### src/rtl/dmem_port_arbiter.sv
// Arbitrates the single D-MEM port between the pipeline MEM stage and a loader master.
// Optional DMEM_ARB_STATS_EN adds stall_cnt_o / grant_cnt_o statistics outputs.
module dmem_port_arbiter #(
    parameter int DBITS    = 32,
    parameter int MAX_WAIT = 4,
    parameter int WAITBITS = 3
) (
    input  logic             clk_i,
    input  logic             rst_n_i,
    input  logic             pipe_valid_i,
    input  logic             pipe_we_i,
    input  logic [DBITS-1:0] pipe_addr_i,
    input  logic [DBITS-1:0] pipe_wdata_i,
    output logic [DBITS-1:0] pipe_rdata_o,
    output logic             pipe_stall_o,
    input  logic             ld_req_i,
    input  logic             ld_we_i,
    input  logic [DBITS-1:0] ld_addr_i,
    input  logic [DBITS-1:0] ld_wdata_i,
    output logic             ld_ack_o,
    output logic [DBITS-1:0] ld_rdata_o,
    output logic [DBITS-1:0] mem_addr_o,
    output logic             mem_we_o,
    output logic [DBITS-1:0] mem_wdata_o,
`ifdef DMEM_ARB_STATS_EN
    output logic [31:0]      stall_cnt_o,
    output logic [31:0]      grant_cnt_o,
`endif
    input  logic [DBITS-1:0] mem_rdata_i
);

    typedef enum logic [1:0] {
        IDLE   = 2'd0,
        LD_ACC = 2'd1,
        LD_ACK = 2'd2
    } state_t;

    localparam logic [WAITBITS-1:0] MAX_W = WAITBITS'(MAX_WAIT);

    state_t              state_q, state_d;
    logic [WAITBITS-1:0] wait_cnt_q, wait_cnt_d;
    logic                ld_ack_q, ld_ack_d;
    logic [DBITS-1:0]    ld_rdata_q, ld_rdata_d;
    logic                sel_ld;

    always_ff @(posedge clk_i or negedge rst_n_i) begin
        if (!rst_n_i) begin
            state_q    <= IDLE;
            wait_cnt_q <= '0;
            ld_ack_q   <= 1'b0;
            ld_rdata_q <= '0;
        end else begin
            state_q    <= state_d;
            wait_cnt_q <= wait_cnt_d;
            ld_ack_q   <= ld_ack_d;
            ld_rdata_q <= ld_rdata_d;
        end
    end

    always_comb begin
        state_d    = state_q;
        wait_cnt_d = wait_cnt_q;
        ld_ack_d   = 1'b0;
        ld_rdata_d = ld_rdata_q;
        case (state_q)
            IDLE: begin
                if (!ld_req_i) begin
                    wait_cnt_d = '0;
                end else if (pipe_valid_i && (wait_cnt_q != MAX_W)) begin
                    wait_cnt_d = wait_cnt_q + WAITBITS'(1);
                end
                if (ld_req_i && (!pipe_valid_i || (wait_cnt_q == MAX_W))) begin
                    state_d = LD_ACC;
                end
            end
            LD_ACC: begin
                // The loader access completes at this edge; the ack covers the following cycle.
                ld_rdata_d = mem_rdata_i;
                ld_ack_d   = 1'b1;
                wait_cnt_d = '0;
                state_d    = LD_ACK;
            end
            LD_ACK: begin
                wait_cnt_d = '0;
                state_d    = IDLE;
            end
            default: begin
                wait_cnt_d = '0;
                state_d    = IDLE;
            end
        endcase
    end

    always_comb begin
        sel_ld       = (state_q == LD_ACC);
        mem_addr_o   = sel_ld ? ld_addr_i  : pipe_addr_i;
        mem_wdata_o  = sel_ld ? ld_wdata_i : pipe_wdata_i;
        mem_we_o     = sel_ld ? ld_we_i    : (pipe_valid_i & pipe_we_i);
        pipe_stall_o = sel_ld & pipe_valid_i;
        pipe_rdata_o = mem_rdata_i;
        ld_ack_o     = ld_ack_q;
        ld_rdata_o   = ld_rdata_q;
    end

`ifdef DMEM_ARB_STATS_EN
    logic [31:0] stall_cnt_q, stall_cnt_d;
    logic [31:0] grant_cnt_q, grant_cnt_d;

    always_ff @(posedge clk_i or negedge rst_n_i) begin
        if (!rst_n_i) begin
            stall_cnt_q <= '0;
            grant_cnt_q <= '0;
        end else begin
            stall_cnt_q <= stall_cnt_d;
            grant_cnt_q <= grant_cnt_d;
        end
    end

    always_comb begin
        stall_cnt_d = stall_cnt_q + (pipe_stall_o ? 32'd1 : 32'd0);
        grant_cnt_d = grant_cnt_q +
                      (((state_q == IDLE) && (state_d == LD_ACC)) ? 32'd1 : 32'd0);
    end

    assign stall_cnt_o = stall_cnt_q;
    assign grant_cnt_o = grant_cnt_q;
`endif

endmodule
### config.mk
export PLATFORM = sky130hd
export DESIGN_NAME = dmem_port_arbiter
export DESIGN_NICKNAME = d
export VERILOG_FILES = /design/src/rtl/dmem_port_arbiter.sv
export SDC_FILE = /design/constraint.sdc
export NUM_CORES = 1
export LEC_CHECK = 0
export CORE_AREA = 2 2 114 116
export DETAILED_ROUTE_END_ITERATION = 16
export DIE_AREA = 0 0 116 118
export MAX_ROUTING_LAYER = met4
export PLACE_DENSITY = 0.75
export SLEW_MARGIN = 20
export SYNTH_ARGS = -nofsm -noshare
export SYNTH_HDL_FRONTEND = slang
export SYNTH_SLANG_ARGS = --single-unit
### constraint.sdc
create_clock -name clk_i -period 3.7 [get_ports clk_i]
set_input_delay 0.74 -clock clk_i [delete_from_list [all_inputs] [get_ports clk_i]]
set_output_delay 0.74 -clock clk_i [all_outputs]
set_load 0.02 [all_outputs]
# ---- Yosys cells after proc, flatten, opt, wreduce, memory -nomap -nowiden
# Index checks and enable logic that the tools add are counted.
dict set report totals {
  reg_bits 38
  mem_bits_ro 0
  word_cells 26
  mem_count 0
  ramBits 0
  latch_bits 0
}
dict set report op_classes {
  n_addsub 1
  bitwise_logic 2
  n_eq_ne 5
  shifts 0
  n_reduce_logical 5
  div 0
  mul 0
  magnitude_cmp 0
  mux 9
}
# cell count
set ops {}
lappend ops {{32-bit 2-to-1 mux} 2}
lappend ops {{3-bit 2-to-1 mux} 3}
lappend ops {{3-bit != test (second input constant)} 2}
lappend ops {{2-bit one-hot mux with 2 select lines} 1}
lappend ops {{3-bit by 1-bit adder with 3-bit output (second input constant)} 1}
lappend ops {{3-bit == test (second input constant)} 1}
lappend ops {{1-bit bitwise AND} 2}
lappend ops {{2-bit by 1-bit == test with 1-bit output (second input constant)} 1}
lappend ops {{1-bit logical AND} 2}
lappend ops {{2-bit zero test} 1}
lappend ops {{1-bit 2-to-1 mux} 2}
lappend ops {{2-bit 2-to-1 mux} 1}
lappend ops {{2-bit != test (second input constant)} 1}
lappend ops {{1-bit zero test} 1}
lappend ops {{1-bit logical OR} 1}

# ---- Longest topological paths before layout
# Gate-level depths: netlist (run 1).
dict set report logic_depth {
  depth_word 5
  mapped_depth 5
  depth_no_buf 4
}

# ---- Least setup slack after synthesis (run 1)
# OpenSTA, ideal clock, no wires.
dict set report synth_timing {
  path_kind {register -> output}
  start {register state_q[0]}
  end {output mem_we_o}
  stages_incl_launch_ff 6
  t_arrival_ns 1.452
  setup_slack_ns 1.508
  t_required_ns 2.960
  path_cell_list {dfrtp_1 nor2b_1 buf_6 buf_8 buf_12 o21ai_0}
}
dict set report synth_between {
  elab_chain_len 2
}
# element line
set synth_rtl {}
lappend synth_rtl {{start: declaration} 40} ;# state_t state_q, state_d;
lappend synth_rtl {{start signal: assignment} 53} ;# state_q <= state_d;
lappend synth_rtl {{2-bit by 1-bit == test with 1-bit output} 95} ;# sel_ld = (state_q == LD_ACC);
lappend synth_rtl {{1-bit 2-to-1 mux} 98} ;# mem_we_o = sel_ld ? ld_we_i : (pipe_valid_i & pipe_we_i);
lappend synth_rtl {{end: declaration} 23} ;# output logic mem_we_o,
# Every way passes these cells.

# ---- Worst setup path after layout (run 1)
dict set report layout_timing {
  start {register state_q[0]}
  end {output mem_addr_o[14]}
}
dict set report layout_between {
  elab_chain_len 2
}
# element line
set layout_rtl {}
lappend layout_rtl {{2-bit by 1-bit == test with 1-bit output} 95}
lappend layout_rtl {{32-bit 2-to-1 mux} 96} ;# mem_addr_o = sel_ld ? ld_addr_i : pipe_addr_i;
lappend layout_rtl {{end: declaration} 22} ;# output logic [DBITS-1:0] mem_addr_o,
# Every way passes these cells.

==> results of run 1 <==
## registers in the layout, indices dropped and copies added, names as in the netlist
signal and cells:
ld_ack_o 1, ld_rdata_o 32, state_q 2, wait_cnt_q 3
## metrics by stage
stage | utilization | instances | hold slack, ps | instance area (sq um) | power, mW
3_3_place_gp | 0.4386 | 627 | 489.5 | 5445 | 1.508
6_report | 0.4548 | 636 | 502.8 | 5647 | 2.083
2_1_floorplan | - | 199 | 444.4 | 2576 | 0.9978
5_1_grt | 0.4548 | 636 | 524.4 | 5647 | 2.181
3_5_place_dp | 0.4386 | 627 | 496.9 | 5445 | 1.526
4_1_cts | 0.4546 | 635 | 509.4 | 5644 | 2.116
## final timing paths
| path | start | end | slack, ps | depth (start not counted) |
|---|---|---|---|---|
| setup / recovery | state_q[0] | mem_addr_o[14] | 720 | 4 |
| hold / removal | ld_rdata_o[11] | ld_rdata_o[11] | 500 | 1 |
| setup reg to reg | state_q[0] | ld_rdata_o[19] | 1800 | 4 |
| hold reg to reg | ld_rdata_o[11] | ld_rdata_o[11] | 500 | 1 |
| max in group asynchronous | rst_n_i | ld_rdata_o[28] | 2570 | 1 |
| min in group asynchronous | rst_n_i | ld_rdata_o[9] | 580 | 1 |
## synthesized netlist by cell type
cell / number / area [sq um]
ha_1: 2 / 25.02
buf_12: 1 / 20.02
buf_4: 40 / 300.3
and4b_1: 1 / 10.01
or3b_2: 1 / 8.760
nand3b_1: 1 / 7.510
dfrtp_1: 38 / 950.9
nor2b_1: 2 / 12.51
and2_1: 1 / 6.260
o21ai_0: 1 / 5.000
a21oi_1: 1 / 5.000
nor4b_1: 1 / 8.760
buf_6: 1 / 11.26
and4bb_2: 1 / 12.51
nor4bb_1: 2 / 20.02
nor3_1: 1 / 5.000
mux2_4: 7 / 105.1
mux2_2: 91 / 1025
nand2_1: 1 / 3.750
a21boi_0: 1 / 7.510
nor2_1: 1 / 3.750
inv_1: 2 / 7.510
buf_8: 1 / 15.01
## layer usage
metal | track usage | up-vias | share of wire
li1 | - | 1202 | -
met4 | 0.03199 | 0 | 0.0081
met1 | 0.1535 | 1188 | 0.37
met3 | 0.04995 | 8 | 0.11
met5 | - | - | 0
met2 | 0.2610 | 163 | 0.52
## worst max-delay path: cells and delay by family, from the launching register on
family	cells	cell delay (ps)
buf+inv	2	860
flops	1	460
mux	1	380
simple gates	1	220
## final cells by class
type / instances / area [sq um]
Fill cell: 1201 / 6768
Timing Repair Buffer: 299 / 2993
Multi-Input combinational cell: 116 / 1279
Sequential cell: 38 / 950.9
Tap cell: 172 / 215.2
Clock buffer: 6 / 138.9
Clock inverter: 2 / 60.06
Inverter: 2 / 7.507
Antenna cell: 1 / 2.502
## kinds of logic (layout without fill, tap and decap cells)
logic type      count (synthesis)  after routing  synth area share
compound gates                  3              3          0.006797
fa+ha+maj                       2              2          0.009712
buf+inv                        45            309            0.1374
flops                          38             38            0.3691
mux                            98             98            0.4386
other cells                     0              1                 0
simple gates                   13             13           0.03837
## power breakdown
| group | total, mW | internal (mW) | switching, mW |
|---|---|---|---|
| sequential | 0.554 | 0.506 | 0.0481 |
| combinational | 0.954 | 0.560 | 0.394 |
| clock | 0.574 | 0.405 | 0.170 |
| total | 2.08 | 1.47 | 0.612 |
==> results_dict.tcl, run 1 <==
set metrics [dict create \
    status "complete, no violations" \
    die_h_um 118 \
    max_stage_delay_ps 580 \
    drt_iter0_markers 57 \
    grt_first_pass_wirelength_um 15170 \
    yosysSeqAreaShare 0.3691 \
    fmax_mhz 335.4 \
    vdd_drop_max_uv 226.3 \
    yosys_warnings 0 \
    ant_nets 0 \
    fin_ws_ps 718.5 \
    start_util 0.2075 \
    tns_ps 0 \
    yosysUniqueCellTypes 23 \
    die_area_sq_um 13690 \
    layout_commonest_cell "clkdlybuf4s50_1" \
    worst_pin_slew_ps 871.6 \
    start_kind "flip-flop" \
    holdBufCountCts 0 \
    clock_skew_ps 5.921 \
    cp.arrival_ps 2240 \
    post_cts_resized 0 \
    vias 2561 \
    wire_per_inst_um 16.39 \
    finalSetupViolCount 0 \
    p_per_area_nw_per_um2 368.8 \
    cts_setup_buffers 0 \
    area_delta_synth_final_pct 119.2 \
    syn_inst 199 \
    layout_common_cells "clkdlybuf4s50_1 (295), mux2_2 (91), dfrtp_1 (38), mux2_4 (7), clkbuf_16 (5)" \
    worst_setup_path_end_kind "primary output" \
    final_max_slew_viol_count 0 \
    rsz0062_at_grt "false" \
    cts_sinks 38 \
    antenna_found_initial 1 \
    h-tree-depth 2 \
    hold_violations 0 \
    min_period_over_period 0.8058 \
    placementRows 41 \
    grt_pass1_vias 2843 \
    place_congestion 0.7839 \
    worstPathCellList "nor2b_4 -> buf_12 -> mux2_2 -> clkdlybuf4s50_1" \
    die_x_um 116 \
    clk_pin_slew_ps 60 \
    crit_type "flip-flop to primary output" \
    dp_hpwl_um 8859 \
    crit_required_ps 2960 \
    root_buffer "clkbuf_16" \
    static-leakage-power_nw 2.181 \
    vias_per_cell 4.027 \
    syn_area_per_cell_sq_um 12.95 \
    numPortBuffers 296 \
    place_ws_ps 853.0 \
    netlist_area_sq_um 2576 \
    wl_um 10420 \
    crit_fanout 54 \
    hold_path.class "flip-flop to flip-flop" \
    ios 297 \
    drc 0 \
    grt_overflow 0 \
    cts_tree "yes" \
    dr.pass1.iters 4 \
    slew_headroom 0.4189 \
    cts_buffer_depth 2 \
    ys_seq_elements 38 \
    synth_nets 367 \
    drive_gt1_frac 0.2441 \
    cap_viol_max_count 0 \
    cts_buffers 5 \
    gr-usage-all-layers 0.1458 \
    grt_max_degree 55 \
    core_area_sq_um 12410 \
    clock_latency_ps 280 \
    slowest_stage "clkdlybuf4s50_1" \
    fin_crit_ps 2982 \
    nNetsFinal 630 \
]
No activity file was read; power rests on OpenSTA's default activity.
==> run 2: changes to the inputs <==
PLACE_DENSITY = 0.78   (was 0.75)
clock period = 2.4 ns   (was 3.7 ns; I/O delays follow)
==> results_dict.tcl, run 2 (synthesis gave the netlist of run 1 again) <==
set metrics [dict create \
    clock_latency_ps 270 \
    crit_type "flip-flop to primary output" \
    wl_um 10560 \
    r2r_start "wait_cnt_q[0]" \
    met3_usage 0.02626 \
    ff2ff_path_depth 4 \
    status "complete, no violations" \
    root_buffer "clkbuf_16" \
    final_max_slew_viol_count 0 \
    cts_buffers 5 \
    max_stage_delay_ps 410 \
    grt_max_degree 39 \
    crit_fanout 13 \
    wire_per_inst_um 16.40 \
    rsz0062_at_grt "true" \
    dr.pass1.iters 4 \
    antenna_cells 0 \
    rr_endpoint "wait_cnt_q[1]" \
    area_delta_synth_final_pct 120.9 \
    numPortBuffers 296 \
    ant_nets 0 \
    crit_required_ps 1920 \
    cap_viol_max_count 0 \
    finalSetupViolCount 0 \
    slowest_stage "dfrtp_1" \
    r2r_setup_slack_ps 880 \
    slew_headroom 0.4309 \
    gr-usage-met2 0.2752 \
    cts_tree "yes" \
    static-leakage-power_nw 2.400 \
    fin_ws_ps 56.58 \
    fin_crit_ps 2343 \
    crit_buf_inv 3 \
    vias 2640 \
    dp.cells 630 \
    layout_common_cells "clkdlybuf4s50_1 (229), mux2_2 (91), dlygate4sd2_1 (48), dfrtp_1 (38), dlymetal6s2s_1 (11)" \
    vias_per_cell 4.099 \
    clock_skew_ps 1.729 \
    vdd_drop_max_uv 595.8 \
    worst_setup_path_end_kind "primary output" \
    nNetsFinal 639 \
    min_period_over_period 0.9764 \
    gr-usage-all-layers 0.1433 \
    place_congestion 0.7564 \
    h-tree-depth 2 \
    met1_usage 0.1459 \
    worst_pin_slew_ps 853.7 \
    start_util 0.2075 \
    hold_violations 0 \
    start_kind "flip-flop" \
    placementRows 41 \
    place_ws_ps 61.27 \
    grt-busiest-layer "met2" \
    layout_commonest_cell "clkdlybuf4s50_1" \
    stdcell_count 644 \
    drc 0 \
    crit_family "buffers and inverters" \
    die_h_um 118 \
    clk_pin_slew_ps 60 \
    largest_reg_flops 32 \
    antenna_found_initial 0 \
    worstPathCellList "nor2b_4 -> buf_4 -> clkbuf_16 -> mux2_2 -> dlygate4sd2_1" \
    grt_pass1_vias 2917 \
    hold_path.class "input port to async pin" \
    grt_overflow 0 \
    cp.arrival_ps 1860 \
    drt_iter0_markers 43 \
    fmax_mhz 426.7 \
    core_area_sq_um 12410 \
    p_per_area_nw_per_um2 520.5 \
    tns_ps 0 \
    holdBufCountCts 0 \
    ios 297 \
    cts_sinks 38 \
    dp_hpwl_um 8594 \
    die_x_um 116 \
    grt_first_pass_wirelength_um 15060 \
    die_area_sq_um 13690 \
    cts_buffer_depth 2 \
    drive_gt1_frac 0.2564 \
]
[run 2: worst reg2reg max path, cell delays in order, from the launching register on]
cell	delay (ps)
dfrtp_1	380
inv_1	60
ha_1	210
a21boi_0	370
mux2_2	380
[run 2: area by class of cell]
cell class,instances,area (sq um)
Sequential cell,38,950.9
Multi-Input combinational cell,116,1279
Inverter,2,7.507
Clock buffer,7,142.6
Clock inverter,1,5.005
Timing Repair Buffer,308,3090
Fill cell,1187,6724
Tap cell,172,215.2
[run 2: timing repair]
| action | 4_1_cts | 5_1_grt |
|---|---|---|
| buffers inserted | 3 | 0 |
| endpoints found under the hold margin | 0 | 0 |
| cloned | 1 | 2 |
| gates resized for setup | 58 | 18 |
| endpoints found under the setup margin | 65 | 34 |
[run 2: worst max path at each step]
stage	startpoint	endpoint	slack, ps	depth (start not counted)
floorplan	state_q[0]	mem_we_o	470	5
global placement	pipe_valid_i	mem_we_o	60	4
detailed placement	pipe_valid_i	mem_we_o	60	4
CTS	state_q[1]	mem_wdata_o[4]	-90	4
global route	state_q[1]	mem_addr_o[21]	-10	5
finish	state_q[1]	mem_wdata_o[9]	60	5
[run 2: per-layer routing]
| metal | up-vias | part of all wire | wire (um) |
|---|---|---|---|
| met5 | - | 0 | 0 |
| li1 | 1227 | - | - |
| met4 | 0 | 0.018 | 188 |
| met1 | 1251 | 0.36 | 3809 |
| met2 | 148 | 0.54 | 5729 |
| met3 | 14 | 0.079 | 835 |
[run 2: power by group]
group / leakage (nW) / total [mW] / internal, mW / switching [mW]
registers: 0.458 / 0.853 / 0.780 / 0.0734
logic: 1.87 / 1.45 / 0.832 / 0.613
clock network: 0.0739 / 0.663 / 0.412 / 0.251
[run 2: per-stage QoR]
| step | util | hold slack [ps] | area, sq um | power [mW] |
|---|---|---|---|---|
| floorplan | - | 184.4 | 2576 | 1.538 |
| global placement | 0.4404 | 489.9 | 5468 | 2.325 |
| detailed placement | 0.4404 | 494.6 | 5468 | 2.351 |
| CTS | 0.4514 | 358.3 | 5604 | 2.998 |
| global route | 0.4584 | 401.8 | 5690 | 3.097 |
| finish | 0.4584 | 315.8 | 5690 | 2.962 |
==> RTL edit 1 (flow settings as in run 1) <==
The 3 states of `state_t` get a one-hot encoding in 3 bits.
--- a/src/rtl/dmem_port_arbiter.sv
+++ b/src/rtl/dmem_port_arbiter.sv
@@ -29,10 +29,10 @@
     input  logic [DBITS-1:0] mem_rdata_i
 );
 
-    typedef enum logic [1:0] {
-        IDLE   = 2'd0,
-        LD_ACC = 2'd1,
-        LD_ACK = 2'd2
+    typedef enum logic [2:0] {
+        IDLE   = 3'b001,
+        LD_ACC = 3'b010,
+        LD_ACK = 3'b100
     } state_t;
 
     localparam logic [WAITBITS-1:0] MAX_W = WAITBITS'(MAX_WAIT);
Check against the original RTL: same outputs for any inputs over 10 cycles, from zero or initial values and one cycle with rst_n_i low; not proved beyond that.
==> RTL edit 1 against run 1 <==
Area after synthesis up 15%; setup slack got worse by 0.20 ns; via count is 0.86% higher; critical path depth did not move; final cell count rose by 1.1%; register-to-register slack got worse by 0.34 ns; design area up 5.6%; sequential cell count up 1; power is 9.6% higher; routed wire length increased by 3.6%; fmax decreased by 6.2%; largest cell class unchanged; largest power group unchanged.
==> RTL edit 1: results (changes against run 1) <==
| Metric | Value |
|---|---|
| Outcome | finished, final reports clean |
| Setup WS pre-CTS | 0.768 ns (-0.0855 ns) |
| Layout cells sized above 1 | 0.240 (-0.00415) |
| Wirelength per Cell | 16.8 µm (+2.5%) |
| Pleak | 2.45 nW (+12%) |
| Largest net degree at the start of global routing | 40 (-27%) |
| Sw Share | 0.314 (+0.0202) |
| Initial DRC count | 38 (-33%) |
| Sequential fraction of design power | 0.284 (+0.018) |
| Hold Path Sink | ld_rdata_o[12] |
| DR vias | 2583 (+0.86%) |
| Final hold slack | 0.505 ns (+0.00228 ns) |
| Critical Path Fanout Max | 22 (-59%) |
| CP max-delay cell | nor3b_4 |
| Reg2Reg Setup Slack | 1.46 ns (-0.34 ns) |
| P per Cell Area | 383 nW/µm² (+3.8%) |
| Number of global-route vias before repair | 2775 (-2.4%) |
| Top cells by count, synth | mux2_4, dfrtp_1, buf_4 |
| Hold path startpoint | ld_rdata_o[12] |
| Post-layout nets | 638 (+1.3%) |
| Compound-Gate Fraction of Synth Area | 0.00593 (-0.000865) |
| Wirelength, routed | 10800 µm (+3.6%) |
| All-Layer GR Usage | 0.155 (+0.00887) |
| Sequential-to-total area share from yosys stat | 0.331 (-0.0380) |
| Final HPWL DP | 9290 µm (+4.8%) |
| Placed instance area | 5800 µm² (+6.5%) |
| Initial antenna violation count | 0 (-1) |
## RTL edit 1: final cells by class
class / instances / area, µm² / share of cell area
timing repair buffer: 307 / 3080 / 0.516
multi-input combinational: 115 / 1520 / 0.256
sequential: 39 / 977 / 0.164
tap: 172 / 215 / 0.0361
clock buffer: 7 / 153 / 0.0256
clock inverter: 1 / 7.51 / 0.00126
inverter: 2 / 7.51 / 0.00126
## RTL edit 1: worst max-delay path by stage
stage / end / from / cells after the start
final: mem_addr_o[28] / state_q[2] / 4
after floorplan: mem_we_o / state_q[0] / 4
after global placement: mem_addr_o[28] / state_q[2] / 4
after detailed placement: mem_addr_o[28] / state_q[2] / 4
after global routing: mem_wdata_o[20] / state_q[2] / 4
after CTS: mem_addr_o[28] / state_q[2] / 4
## RTL edit 1: layer usage
metal,GRT usage,share of wire,vias to the layer above
li1,-,-,1210
met1,0.166,0.37,1204
met2,0.279,0.52,155
met3,0.0350,0.081,14
met4,0.0476,0.022,0
met5,-,0,-
==> RTL edit 2 (config.mk and constraints of run 1) <==
Without the edit above. The option `DMEM_ARB_STATS_EN` is turned on by a define.
--- a/src/rtl/dmem_port_arbiter.sv
+++ b/src/rtl/dmem_port_arbiter.sv
@@ -1,5 +1,7 @@
 // Arbitrates the single D-MEM port between the pipeline MEM stage and a loader master.
 // Optional DMEM_ARB_STATS_EN adds stall_cnt_o / grant_cnt_o statistics outputs.
+`define DMEM_ARB_STATS_EN
+
 module dmem_port_arbiter #(
     parameter int DBITS    = 32,
     parameter int MAX_WAIT = 4,
Function (old outputs only; new: grant_cnt_o and stall_cnt_o): kept (equiv_simple and equiv_induct, registers matched by name and starting in step).
==> RTL edit 2 against run 1 <==
Routed wire length is 99% higher; area after synthesis is 100% higher; die area stayed put; highest routed layer unchanged; setup slack worse by 0.15 ns; power is 63% higher; utilization is 28 points higher; first-iteration DRC count grew to 4.2 times the old value; combinational power is 26% higher; design area is 61% higher; hold slack worse by 0.041 ns; clock power is 46% higher; sequential cell count is 63 higher.
==> RTL edit 2: results (changes against run 1) <==
| Metric | Value |
|---|---|
| Outcome | finished, final reports clean |
| Top cells by count, synth | dfrtp_1, mux2_2, xnor2_1 |
| Number of global-route vias before repair | 4864 (+71%) |
| Wirelength per Cell | 22.0 µm (+35%) |
| DR pass1 iterations | 5 (+1) |
| Post-DR vias/cell | 5.01 (+24%) |
| First-pass GRT wire length | 29900 µm (+97%) |
| Hold Path Class | in -> async |
| Layout Skew | 0.00546 ns (-0.000460 ns) |
| Peak VDD IR | 0.303 mV (+34%) |
| Clk_lat worst skew | 0.34 ns (+0.06 ns) |
| CTS buffer count | 9 (+4) |
| Critical Path Fanout Max | 100 (+85%) |
| Dpl cells | 923 (+47%) |
| Post-layout nets | 934 (+48%) |
| H-tree Lvls | 3 (+1) |
| Normalized max-slew margin | 0.466 (+0.0468) |
| Switching component of the power | 1.04 mW (+70%) |
| Register area | 2530 µm² (+170%) |
| Pleak | 3.75 nW (+72%) |
| Data arrival, critical path | 2.40 ns (+0.16 ns) |
| RR Startpoint | ld_ack_o |
| Setup WS pre-CTS | 0.544 ns (-0.309 ns) |
| Initial DRC count | 239 (+320%) |
| RePlAce Congestion | 0.963 (+23%) |
| Sequential-to-total area share from yosys stat | 0.479 (+0.110) |
-- RTL edit 2: power groups by stage --
| stage | registers [mW] | clock network (mW) | logic, mW |
|---|---|---|---|
| after detailed placement | 1.37 | 0 | 1.21 |
| after global routing | 1.38 | 0.905 | 1.26 |
| after floorplan | 1.52 | 0 | 0.353 |
| after global placement | 1.37 | 0 | 1.21 |
| after CTS | 1.36 | 0.860 | 1.21 |
| final | 1.36 | 0.838 | 1.20 |
-- RTL edit 2: layout make-up --
cell class              instances  share of cell area
multi-input cells             282               0.267
clock buffers                  11              0.0266
repair buffers                364               0.400
well taps                     172              0.0236
diodes                          6             0.00165
flip-flops and latches        101               0.277
inverters                       4             0.00165
clock inverters                 2             0.00137
-- RTL edit 2: worst paths after layout --
check | end | slack [ns] | depth (start not counted)
worst max-delay path | mem_addr_o[29] | 0.56 | 4
worst min-delay path | grant_cnt_o[10] | 0.46 | 1
worst max register to register | stall_cnt_o[24] | 0.82 | 9
worst min register to register | stall_cnt_o[31] | 0.47 | 1
max in group asynchronous | ld_ack_o | 2.52 | 2
min in group clk_i | stall_cnt_o[31] | 0.47 | 1
-- RTL edit 2: cell families (layout without fill, tap and decap cells) --
group | Yosys count | after routing | synth area share
AO/OA/AOI/OAI | 4 | 4 | 0.00427
XOR/XNOR | 61 | 61 | 0.101
adder cells (fa/ha/maj) | 6 | 6 | 0.0142
buffers and inverters | 49 | 381 | 0.0603
flip-flops | 101 | 101 | 0.479
multiplexers | 96 | 96 | 0.205
other | 0 | 6 | 0
AND/OR/NAND/NOR | 115 | 115 | 0.136
-- RTL edit 2: per-layer routing --
layer / up-vias / track usage / part of all wire
li1: 2148 / - / -
met1: 2348 / 0.389 / 0.42
met2: 197 / 0.457 / 0.46
met3: 25 / 0.125 / 0.11
met4: 0 / 0.0707 / 0.017
met5: - / - / 0
